[src/rtl/wb_fifo_slave_if.sv]
// wb_fifo_slave_if: Wishbone B4 classic bus bundle between the intercon lane and the FIFO slave.
interface wb_fifo_slave_if #(
    parameter int ADDR_WIDTH = 12,
    parameter int DATA_WIDTH = 32
);
    logic                  cyc;
    logic                  stb;
    logic                  we;
    logic [ADDR_WIDTH-1:0] adr;
    logic [DATA_WIDTH-1:0] dat_w;
    logic [7:0]            sel;
    logic                  ack;
    logic                  err;
    logic [DATA_WIDTH-1:0] dat_r;
    modport master(output cyc, stb, we, adr, dat_w, sel, input ack, err, dat_r);
    modport slave(input cyc, stb, we, adr, dat_w, sel, output ack, err, dat_r);
endinterface

[src/rtl/wb_fifo_slave.sv]
// wb_fifo_slave: Wishbone slave exposing a FIFO through DATA/STATUS/CTRL/THRESH with a level irq.
// Define WB_FIFO_SLAVE_PEEK_EN to add the read-only PEEK register at offset 0x10.
module wb_fifo_slave #(
    parameter int ADDR_WIDTH = 12,
    parameter int DATA_WIDTH = 32,
    parameter int DEPTH      = 16
) (
    input  logic           clk_i,
    input  logic           rst_i,
    wb_fifo_slave_if.slave wb,
    output logic           irq_o
);
    localparam int AW = $clog2(DEPTH);
    localparam int CW = AW + 1;
    typedef enum logic {IDLE, RESP} state_t;
    state_t state_q, state_d;
    logic [DATA_WIDTH-1:0] mem_q [DEPTH];
    logic [AW-1:0] wp_q, wp_d, rp_q, rp_d;
    logic [CW-1:0] cnt_q, cnt_d;
    logic [7:0] th_q, th_d, th_eff;
    logic [DATA_WIDTH-1:0] dat_q, dat_d, rdat;
    logic en_q, en_d, ack_q, ack_d, err_q, err_d, irq_q, irq_d;
    logic req, ok, wr_ok, push, pop, flush, full, empty, sel_ok, peek;
    logic is_data, is_stat, is_ctrl, is_th;
    logic [ADDR_WIDTH-3:0] wa;
    logic unused;
    assign wa      = wb.adr[ADDR_WIDTH-1:2];
    assign is_data = wa == (ADDR_WIDTH-2)'(0);
    assign is_stat = wa == (ADDR_WIDTH-2)'(1);
    assign is_ctrl = wa == (ADDR_WIDTH-2)'(2);
    assign is_th   = wa == (ADDR_WIDTH-2)'(3);
`ifdef WB_FIFO_SLAVE_PEEK_EN
    assign peek    = wa == (ADDR_WIDTH-2)'(4);
`else
    assign peek    = 1'b0;
`endif
    assign unused  = ^{wb.sel[7:4], wb.adr[1:0]};
    assign full    = cnt_q == CW'(DEPTH);
    assign empty   = cnt_q == '0;
    assign sel_ok  = wb.sel[3:0] == 4'hf;
    assign req     = wb.cyc & wb.stb & (state_q == IDLE);
    always_comb begin
        state_d = IDLE;
        if (req) state_d = RESP;
        ok = is_data ? (wb.we ? sel_ok & ~full : ~empty)
           : is_stat ? ~wb.we
           : (is_ctrl | is_th) ? (~wb.we | sel_ok)
           : peek & ~wb.we & ~empty;
        rdat = (is_data | peek) ? mem_q[rp_q]
             : is_stat ? {16'h0, 8'(cnt_q), 5'h0, irq_q, full, empty}
             : is_ctrl ? {31'h0, en_q}
             : {24'h0, th_q};
        wr_ok  = req & ok & wb.we;
        push   = wr_ok & is_data;
        pop    = req & ok & ~wb.we & is_data;
        flush  = wr_ok & is_ctrl & wb.dat_w[1];
        wp_d   = flush ? '0 : wp_q + AW'(push);
        rp_d   = flush ? '0 : rp_q + AW'(pop);
        cnt_d  = flush ? '0 : cnt_q + CW'(push) - CW'(pop);
        en_d   = (wr_ok & is_ctrl) ? wb.dat_w[0] : en_q;
        th_d   = (wr_ok & is_th) ? wb.dat_w[7:0] : th_q;
        ack_d  = req & ok;
        err_d  = req & ~ok;
        dat_d  = (req & ok & ~wb.we) ? rdat : '0;
        // threshold 0 behaves as 1 so an enabled irq never fires on an empty FIFO
        th_eff = (th_q == 8'h0) ? 8'h1 : th_q;
        irq_d  = en_q & (9'(cnt_q) >= {1'b0, th_eff});
    end
    always_ff @(posedge clk_i or posedge rst_i) begin
        if (rst_i) begin
            state_q <= IDLE;
            wp_q    <= '0;
            rp_q    <= '0;
            cnt_q   <= '0;
            en_q    <= 1'b0;
            th_q    <= '0;
            ack_q   <= 1'b0;
            err_q   <= 1'b0;
            irq_q   <= 1'b0;
            dat_q   <= '0;
        end else begin
            state_q <= state_d;
            wp_q    <= wp_d;
            rp_q    <= rp_d;
            cnt_q   <= cnt_d;
            en_q    <= en_d;
            th_q    <= th_d;
            ack_q   <= ack_d;
            err_q   <= err_d;
            irq_q   <= irq_d;
            dat_q   <= dat_d;
        end
    end
    always_ff @(posedge clk_i) begin
        if (push) mem_q[wp_q] <= wb.dat_w;
    end
    assign wb.ack   = ack_q & wb.cyc & (state_q == RESP);
    assign wb.err   = err_q & wb.cyc & (state_q == RESP);
    assign wb.dat_r = dat_q;
    assign irq_o    = irq_q;
endmodule
[src/flat_wrapper.sv]
// flat-port wrapper written by rule: the top's interface ports become plain ports
module wb_fifo_slave_flat 
#(
    parameter int ADDR_WIDTH = 12,
    parameter int DATA_WIDTH = 32,
    parameter int DEPTH      = 16
)
  (clk_i, rst_i, irq_o, wb_cyc, wb_stb, wb_we, wb_adr, wb_dat_w, wb_sel, wb_ack, wb_err, wb_dat_r);
  wb_fifo_slave_if #(.ADDR_WIDTH(ADDR_WIDTH), .DATA_WIDTH(DATA_WIDTH)) wb_i ();
  input  logic clk_i;
  input  logic rst_i;
  output logic irq_o;
  input wire logic [$bits(wb_i.cyc)-1:0] wb_cyc;
  input wire logic [$bits(wb_i.stb)-1:0] wb_stb;
  input wire logic [$bits(wb_i.we)-1:0] wb_we;
  input wire logic [$bits(wb_i.adr)-1:0] wb_adr;
  input wire logic [$bits(wb_i.dat_w)-1:0] wb_dat_w;
  input wire logic [$bits(wb_i.sel)-1:0] wb_sel;
  output wire logic [$bits(wb_i.ack)-1:0] wb_ack;
  output wire logic [$bits(wb_i.err)-1:0] wb_err;
  output wire logic [$bits(wb_i.dat_r)-1:0] wb_dat_r;
  assign wb_i.cyc = wb_cyc;
  assign wb_i.stb = wb_stb;
  assign wb_i.we = wb_we;
  assign wb_i.adr = wb_adr;
  assign wb_i.dat_w = wb_dat_w;
  assign wb_i.sel = wb_sel;
  assign wb_ack = wb_i.ack;
  assign wb_err = wb_i.err;
  assign wb_dat_r = wb_i.dat_r;
  wb_fifo_slave #(.ADDR_WIDTH(ADDR_WIDTH), .DATA_WIDTH(DATA_WIDTH), .DEPTH(DEPTH)) u_core (.clk_i(clk_i), .rst_i(rst_i), .wb(wb_i), .irq_o(irq_o));
endmodule
[config.mk]
export PLATFORM = sky130hd
export DESIGN_NAME = wb_fifo_slave_flat
export DESIGN_NICKNAME = d
export VERILOG_FILES = /design/src/rtl/wb_fifo_slave_if.sv /design/src/rtl/wb_fifo_slave.sv /design/src/flat_wrapper.sv
export SDC_FILE = /design/constraint.sdc
export NUM_CORES = 1
export LEC_CHECK = 0
export BUFFER_PORTS_ARGS = -buffer_cell sky130_fd_sc_hd__buf_2
export CORE_UTILIZATION = 45
export DETAILED_ROUTE_END_ITERATION = 8
export PLACE_DENSITY_LB_ADDON = 0.1
export SYNTH_ARGS = -nofsm -noshare
export SYNTH_HDL_FRONTEND = slang
export SYNTH_SLANG_ARGS = --single-unit
[constraint.sdc]
create_clock -name clk_i -period 7 [get_ports clk_i]
set_input_delay 1.4 -clock clk_i [delete_from_list [all_inputs] [get_ports clk_i]]
set_output_delay 1.4 -clock clk_i [all_outputs]
set_load 0.02 [all_outputs]
==> impl_metrics.csv, run 1 <==
group,metric,value,unit
run_status,status,"completed",
yosys,synth_ff_type,"edfxtp_1",
sta,finalHoldViolations,0,
clocking,clk_latency,0.61,ns
placed_design,place_ws,2.32,ns
die,fp.coreArea,48000,um2
die,row_count,80,
pwr,leakage,8.71,nW
routing,routed_wl,48000,um
worst_setup_path,required,7.30,ns
die,die_w,224,um
yosys,syn_area,22100,um2
clocking,cts.sinks,570,
yosys,synth_top_cell_area_share,69.6,%
placed_design,post-place-cells,1730,
final_layout,fin_cells,1840,
sta,setup_slack,2.98,ns
clocking,path_clk_slew,0.06,ns
final_layout,diodes,0,
routing,route.detailed.drc,0,
routing,vias_per_cell,5.67,
clocking,ctsHoldBuffers,0,
die,initial_core_util,46.0,%
die,ioPinCount,92,
clocking,cts_buffers,58,
yosys,ys_types,57,
worst_setup_path,end_kind,"register",
die,die-area,50000,um2
sta,finalSetupViolCount,0,
routing,vias,10400,
sta,relSlewSlack,19.9,%
sta,fin_crit,4.02,ns
global_route,grt_max_degree,83,
placed_design,dp_hpwl,25300,um
pwr,power.density,280,nW/um2
yosys,postSynthAreaPerCell,21.0,um2
global_route,gr-total-overflow,0,
routing,dr.pass1.iters,6,
yosys,synthesis.nets,1123,
sta,period_share,57.4,%
yosys,ys_top_cells_by_area,"edfxtp_1, mux4_2, dfrtp_1",
worst_setup_path,arrival,4.31,ns
sta,fmax,0.249,GHz
clocking,cts_tree,"built",
clocking,cts-root-buf,"clkbuf_16",
global_route,antenna_found_initial,2,
worst_setup_path,cp-start-kind,"input pin",
die,die_h,224,um
routing,wl_per_cell,26.1,um
worst_setup_path,path_class,"input pin to register",
clocking,cts_max_level,2,
clocking,cts_resized,0,
global_route,grt_pass1_vias,10700,
worst_hold_path,hp-class,"register to register",
final_layout,final_util,52.7,%
yosys,yosysMostFrequentCell,"edfxtp_1",
sta,slew_viol_final,0,
clocking,cts_setup_buffers,0,
global_route,grt_pass1_wl,70400,um
final_layout,nets,1246,
yosys,synth-edff-count,512,
final_layout,fillCellCount,3795,
sta,max_slew.worst_pin.slew,1.19,ns
sta,setup_tns,0,ns
yosys,async_reset_ff_share,10.2,%
pwr,fin_total_pwr,0.00708,W
yosys,netlist_top_cells_count,"edfxtp_1, mux4_2, nand2_1, dfrtp_1, nor2_1",
placed_design,gp_routability_congestion,0.808,
routing,dr.first_iter.drc_count,868,
yosys,yosysTopAreaCell,"edfxtp_1",
sta,finClkSkew,0.0197,ns
yosys,yosysWarnings,0,
global_route,grt_use_total,19.6,%
sta,rsz0062_at_grt,"false",
yosys,yosysSeqAreaShare,76.2,%
placed_design,port_buffers,85,
final_layout,syn2layout_area_growth,14.7,%
yosys,synthCells,1052,
worst_setup_path,worstPathMaxFanout,24,
job,drv_cap,0,
routing,drtAntennaViolNets,0,
final_layout,layout-drive-gt1-share,30.4,%
clocking,clockBufferDepth,3,
pwr,ir_drop,0.000237,V
yosys,ys_ff_latch,570,
==> power breakdown <==
group          leakage (nW)  switching (W)  internal [W]  total (W)
sequential             5.37      0.0000199       0.00372    0.00374
clock                 0.969        0.00129       0.00191    0.00320
combinational          2.37      0.0000933     0.0000533   0.000147
==> cell families after synthesis <==
family          Yosys count  synth area share, %
xor+xnor                  8                0.317
fa+ha+maj                14                0.827
flops                   570                 76.2
buf+inv                  67                 1.67
compound gates           68                 2.10
mux                     161                 15.2
simple gates            164                 3.72
==> per-stage QoR <==
step | hold WS, ns | area (um2)
3_3_place_gp | 0.477 | 23300
4_1_cts | 0.499 | 25300
2_1_floorplan | 0.456 | 22100
6_report | 0.498 | 25300
5_1_grt | 0.515 | 25300
3_5_place_dp | 0.482 | 23300
==> cells in the final DEF (no fill, tap or decap), drive strengths merged, types with 3 or more instances in the layout <==
master | synthesis | routed
a21oi | 24 | 24
and2 | 3 | 3
and3 | 4 | 4
buf | 29 | 114
bufinv | 0 | 8
clkbuf | 22 | 80
clkinv | 0 | 17
clkinvlp | 0 | 3
dfrtp | 58 | 58
edfxtp | 512 | 512
ha | 13 | 13
inv | 16 | 18
mux2 | 5 | 5
mux2i | 17 | 17
mux4 | 139 | 139
nand2 | 63 | 63
nand2b | 5 | 5
nand3 | 6 | 6
nand3b | 3 | 3
nor2 | 34 | 34
nor2b | 28 | 28
nor3 | 7 | 7
nor4 | 3 | 3
o21ai | 9 | 9
o221ai | 8 | 8
o2bb2ai | 5 | 5
xnor2 | 5 | 5
xor2 | 3 | 3
==> worst max-delay path: stages <==
cell and delay [ns]:
buf_2 0.11, nor4_4 0.39, nand4_1 0.22, and4bb_2 0.46, nand3_1 0.32, nor2_4 1.02, buf_4 0.38
==> registers in the layout, summed over array words and instances, names as in the netlist, 4 cells and up <==
signal	count
u_core.wp_q	4
u_core.wb.dat_r	32
u_core.cnt_q	5
u_core.th_q	8
u_core.mem_q	512
u_core.rp_q	4
==> layout make-up <==
| cell class | count | area [um2] | share of cell area (%) |
|---|---|---|---|
| tap | 615 | 769 | 3.04 |
| timing repair buffer | 114 | 668 | 2.64 |
| sequential | 570 | 16800 | 66.5 |
| multi-input combinational | 415 | 5000 | 19.8 |
| inverter | 16 | 61.3 | 0.242 |
| clock buffer | 80 | 1620 | 6.38 |
| clock inverter | 30 | 373 | 1.47 |
==> routing by layer <==
metal | track usage (%) | wire length [um]
met2 | 31.4 | 22900
met3 | 3.13 | 2050
met5 | 0 | 29
met1 | 28.2 | 22200
met4 | 5.17 | 845
==> path summary, 6_finish.rpt <==
| check | cells after the start | slack [ns] | start | to |
|---|---|---|---|---|
| max reg2reg | 8 | 3.47 | u_core.cnt_q[3] | u_core.mem_q[7][6] |
| max | 7 | 2.98 | wb_adr[11] | u_core.mem_q[7][6] |
| min | 1 | 0.50 | u_core.th_q[3] | u_core.wb.dat_r[3] |
| min reg2reg | 1 | 0.50 | u_core.th_q[3] | u_core.wb.dat_r[3] |
| max in group asynchronous | 3 | 5.19 | rst_i | u_core.rp_q[0] |
| min in group asynchronous | 3 | 1.10 | rst_i | u_core.cnt_q[4] |
No activity file was read; power rests on OpenSTA's default activity.
==> run 2, diff against run 1 <==
- clock period: 7 -> 3.55 ns (I/O delays scaled with it)
==> impl_metrics.csv, run 2 (synthesis gave the netlist of run 1 again) <==
group,metric,value,unit
sta,slew_viol_final,0,
die,row_count,80,
global_route,antenna_found_initial,0,
routing,dr.first_iter.drc_count,1000,
routing,vias_per_cell,5.68,
global_route,grt_use_total,20.3,%
pwr,p_sw,0.00269,W
sta,finClkSkew,0.0124,ns
sta,max_slew.worst_pin.slew,0.850,ns
sta,fmax,0.327,GHz
die,die_w,224,um
clocking,cts_max_level,2,
worst_hold_path,hp-class,"input pin to async pin",
global_route,grt_pass1_vias,11000,
die,die_h,224,um
die,ioPinCount,92,
sta,finalSetupViolCount,0,
clocking,path_clk_slew,0.06,ns
worst_setup_path,cp_cell_sequence,"inv_1 -> ha_1 -> nor3b_1 -> nand2_1 -> and4bb_2 -> ha_1 -> inv_1 -> fa_1 -> inv_1 -> a21oi_1 -> nor2_1 -> or3_1 -> a21oi_1",
routing,vias,10600,
global_route,grtUsageMet2,32.4,%
clocking,cts_tree,"built",
clocking,cts-root-buf,"clkbuf_16",
final_layout,final_cell_mix,"edfxtp_1, mux4_2, buf_2",
pwr,combinationalPowerShare,2.2,%
final_layout,fin_cells,1861,
placed_design,gp_routability_congestion,0.793,
final_layout,diodes,0,
routing,dr.pass1.iters,6,
pwr,seqPwrFrac,54.0,%
sta,relSlewSlack,43.3,%
global_route,grt.busiest_layer,"met2",
die,fp.coreArea,48000,um2
worst_setup_path,path_class,"register to register",
pwr,intPower,0.0110,W
final_layout,layout-drive-gt1-share,31.8,%
worst_setup_path,crit_top_cell,"inv_1",
pwr,leakage,8.81,nW
run_status,status,"completed",
pwr,swShare,19.7,%
clocking,cts_setup_buffers,0,
die,initial_core_util,46.0,%
global_route,grt_pass1_wl,72900,um
worst_setup_path,cp_slowest_cell,"dfrtp_1",
pwr,ir_drop,0.000372,V
job,drv_cap,0,
sta,fin_crit,3.06,ns
final_layout,syn2layout_area_growth,15.9,%
placed_design,placed_area,23700,um2
worst_setup_path,cp-start-kind,"register",
sta,period_share,86.1,%
sta,holdWs,0.250,ns
routing,routed_wl,48800,um
global_route,grt_util_met1,29.5,%
placed_design,post-place-cells,1753,
final_layout,layout_commonest_cell,"edfxtp_1",
global_route,grt_max_degree,40,
clocking,cts.sinks,570,
routing,route.detailed.drc,0,
pwr,power.density,533,nW/um2
global_route,gr-total-overflow,0,
worst_setup_path,end_kind,"register",
die,die-area,50000,um2
clocking,ctsHoldBuffers,0,
clocking,cts_resized,0,
clocking,clockBufferDepth,3,
sta,finalHoldViolations,0,
worst_setup_path,worstPathMaxFanout,6,
routing,wl_per_cell,26.2,um
worst_setup_path,slowest_delay,0.45,ns
sta,setup_tns,0,ns
final_layout,largest_reg_flops,512,
final_layout,nets,1269,
placed_design,dp_hpwl,27900,um
pwr,p_clk_share,43.9,%
final_layout,regMostFlops,"u_core.mem_q",
worst_setup_path,arrival,3.57,ns
routing,drtAntennaViolNets,0,
global_route,met3_usage,2.86,%
clocking,cts_buffers,58,
final_layout,stdcell_area,25600,um2
clocking,clk_latency,0.61,ns
placed_design,port_buffers,85,
worst_setup_path,required,4.07,ns
sta,rsz0062_at_grt,"false",
run 2: changes by cell type in the layout (fill, tap and decap cells not counted), sizes merged:
cell	before	now
buf	114	137
inv	18	16
clkinv	17	26
clkbuf	80	75
bufinv	8	4
run 2: metal layers:
| metal | vias to the layer above | wire length (um) |
|---|---|---|
| li1 | 4582 | - |
| met5 | - | 0 |
| met3 | 69 | 2250 |
| met1 | 5628 | 22100 |
| met4 | 0 | 957 |
| met2 | 294 | 23500 |
run 2: layout make-up:
| type | instances | area (um2) |
|---|---|---|
| Fill cell | 3747 | 22500 |
| Tap cell | 615 | 769 |
| Sequential cell | 570 | 16800 |
| Inverter | 16 | 61.3 |
| Timing Repair Buffer | 137 | 1000 |
| Clock inverter | 33 | 260 |
| Multi-Input combinational cell | 415 | 5030 |
| Clock buffer | 75 | 1640 |
run 2: worst paths after layout:
kind                                 startpoint             endpoint  slack [ns]  cells past startpoint
worst max register to register  u_core.cnt_q[3]      u_core.cnt_q[4]        0.49                     13
min in group clk_i               u_core.th_q[4]   u_core.wb.dat_r[4]        0.48                      1
worst min-delay path                      rst_i       u_core.state_q        0.25                      2
worst max-delay path            u_core.cnt_q[3]      u_core.cnt_q[4]        0.49                     13
worst min register to register   u_core.th_q[4]   u_core.wb.dat_r[4]        0.48                      1
max in group asynchronous                 rst_i  u_core.wb.dat_r[13]        2.47                      3
run 2: per-stage QoR:
step	total power [W]	utilization, %	worst slack (ns)
after floorplan	0.00764	-	0.00874
after global placement	0.00780	49.3	0.324
after detailed placement	0.00780	49.3	0.321
after CTS	0.0138	53.3	0.451
after global routing	0.0141	53.3	0.252
final	0.0136	53.3	0.493
run 2: critical path: cells and delay by family, from the launching register on:
kind,cells,cell delay (ns)
compound gates,2,0.28
fa+ha+maj,3,0.58
buf+inv,3,0.24
flops,1,0.45
simple gates,5,1.43
run 2: power by group through the flow:
stage / clock network (W) / registers [W] / logic, W
floorplan: 0 / 0.00749 / 0.000154
global placement: 0 / 0.00750 / 0.000293
detailed placement: 0 / 0.00750 / 0.000302
CTS: 0.00613 / 0.00736 / 0.000302
global route: 0.00639 / 0.00736 / 0.000337
finish: 0.00599 / 0.00736 / 0.000296
==> run 3, diff against run 2 <==
- RECOVER_POWER: unset -> 100
==> impl_metrics.csv, run 3 (synthesis gave the netlist of run 1 again) <==
group,metric,value,unit
run_status,status,"finished, violations left",
run_status,violations,"capacitance limit, slew limit",
final_layout,final_cell_mix,"edfxtp_1, mux4_2, clkbuf_1",
worst_hold_path,hp-class,"register to register",
final_layout,stdcell_area,25200,um2
routing,dr.first_iter.drc_count,1014,
worst_setup_path,rr_startpoint,"u_core.cnt_q[3]",
worst_setup_path,arrival,3.42,ns
clocking,cts_resized,0,
die,fp.coreArea,48000,um2
final_layout,multi_input_area,4930,um2
final_layout,diodes,0,
clocking,ctsHoldBuffers,0,
clocking,cts_setup_buffers,0,
clocking,path_clk_slew,0.06,ns
global_route,grt_use_total,20.3,%
placed_design,port_buffers,85,
clocking,clk_latency,0.61,ns
worst_hold_path,worstHoldStart,"u_core.th_q[4]",
final_layout,regMostFlops,"u_core.mem_q",
pwr,power.density,542,nW/um2
worst_setup_path,cp_cell_sequence,"inv_1 -> ha_1 -> nor3b_1 -> nand2_1 -> and4bb_1 -> nand3_1 -> nor2_1 -> buf_2",
placed_design,dp_hpwl,27900,um
final_layout,layout-drive-gt1-share,24.6,%
worst_setup_path,required,3.77,ns
final_layout,layout_commonest_cell,"edfxtp_1",
routing,vias_per_cell,5.68,
final_layout,syn2layout_area_growth,14.1,%
pwr,leakage,8.50,nW
die,die_h,224,um
worst_setup_path,r2r_cells,8,
global_route,antenna_found_initial,0,
die,ioPinCount,92,
sta,period_share,90.2,%
sta,rsz0062_at_grt,"false",
worst_setup_path,timing.rr.end,"u_core.mem_q[7][27]",
clocking,cts-root-buf,"clkbuf_16",
clocking,clockBufferDepth,3,
global_route,gr-total-overflow,0,
die,row_count,80,
routing,route.detailed.drc,0,
die,die-area,50000,um2
worst_setup_path,rrSetupSlack,0.35,ns
sta,setup_tns,0,ns
sta,max_slew.worst_pin.slew,2.16,ns
global_route,grt_pass1_wl,72900,um
clocking,cts.sinks,570,
worst_setup_path,cp-start-kind,"register",
placed_design,placed_area,23700,um2
sta,finClkSkew,0.0120,ns
final_layout,fillCellCount,3844,
final_layout,nets,1269,
die,die_w,224,um
routing,wl_per_cell,26.3,um
worst_hold_path,min_to,"u_core.wb.dat_r[4]",
worst_setup_path,worstPathMaxFanout,25,
worst_setup_path,path_class,"register to register",
job,drv_cap,1,
routing,routed_wl,48900,um
final_layout,fin_cells,1861,
final_layout,largest_reg_flops,512,
pwr,ir_drop,0.000372,V
global_route,grt_pass1_vias,11000,
final_layout,seq_area,16800,um2
routing,vias,10600,
sta,slew_viol_final,40,
sta,relSlewSlack,-44.8,%
sta,fin_crit,3.20,ns
placed_design,gp_routability_congestion,0.793,
final_layout,final_util,52.5,%
worst_setup_path,end_kind,"register",
clocking,cts_buffers,58,
routing,drtAntennaViolNets,0,
die,initial_core_util,46.0,%
placed_design,post-place-cells,1753,
sta,finalHoldViolations,0,
clocking,cts_tree,"built",
global_route,grt_max_degree,40,
sta,fmax,0.312,GHz
sta,holdWs,0.481,ns
worst_setup_path,slowest_delay,0.75,ns
worst_setup_path,cp_slowest_cell,"buf_2",
worst_hold_path,hold_depth,1,
routing,dr.pass1.iters,6,
sta,finalSetupViolCount,0,
clocking,cts_max_level,2,
[run 3: per-stage QoR]
step | total power, W | setup WS, ns
after global placement | 0.00780 | 0.324
after detailed placement | 0.00780 | 0.321
after global routing | 0.0141 | 0.145
after CTS | 0.0138 | 0.451
after floorplan | 0.00764 | 0.00874
final | 0.0137 | 0.349
[run 3: area by class of cell]
cell class / instances / area share [%]
Clock buffer: 75 / 6.49
Clock inverter: 33 / 1.03
Inverter: 16 / 0.243
Multi-Input combinational cell: 415 / 19.5
Sequential cell: 570 / 66.8
Tap cell: 615 / 3.05
Timing Repair Buffer: 137 / 2.88
[run 3: routing by layer]
metal / global-route usage, % / part of all wire (%)
met1: 29.5 / 45
met2: 32.4 / 48
met3: 2.86 / 4.7
met4: 5.48 / 1.9
met5: 0 / 0
[run 3: worst max-delay path by stage]
| stage | from | end | slack [ns] | depth (start not counted) |
|---|---|---|---|---|
| 4_1_cts | u_core.cnt_q[2] | u_core.cnt_q[4] | 0.45 | 13 |
| 6_report | u_core.cnt_q[3] | u_core.mem_q[7][27] | 0.35 | 8 |
| 3_3_place_gp | wb_adr[11] | u_core.mem_q[4][24] | 0.32 | 7 |
| 5_1_grt | u_core.cnt_q[2] | u_core.mem_q[7][30] | 0.15 | 8 |
| 2_1_floorplan | wb_adr[11] | u_core.mem_q[7][0] | 0.009 | 5 |
| 3_5_place_dp | wb_adr[11] | u_core.mem_q[4][24] | 0.32 | 7 |
[run 3: power breakdown]
part / switching, W / internal [W] / leakage (nW)
Clock: 0.00248 / 0.00352 / 0.935
Combinational: 0.000189 / 0.000101 / 2.19
Sequential: 0.0000344 / 0.00733 / 5.37
[run 3: critical path: cells and delay by family (launching register included)]
family                     cells  cell delay (ns)
buffers and inverters          2             0.84
DFF                            1             0.45
and+or+nand+nor                5             1.33
adders and majority gates      1             0.19
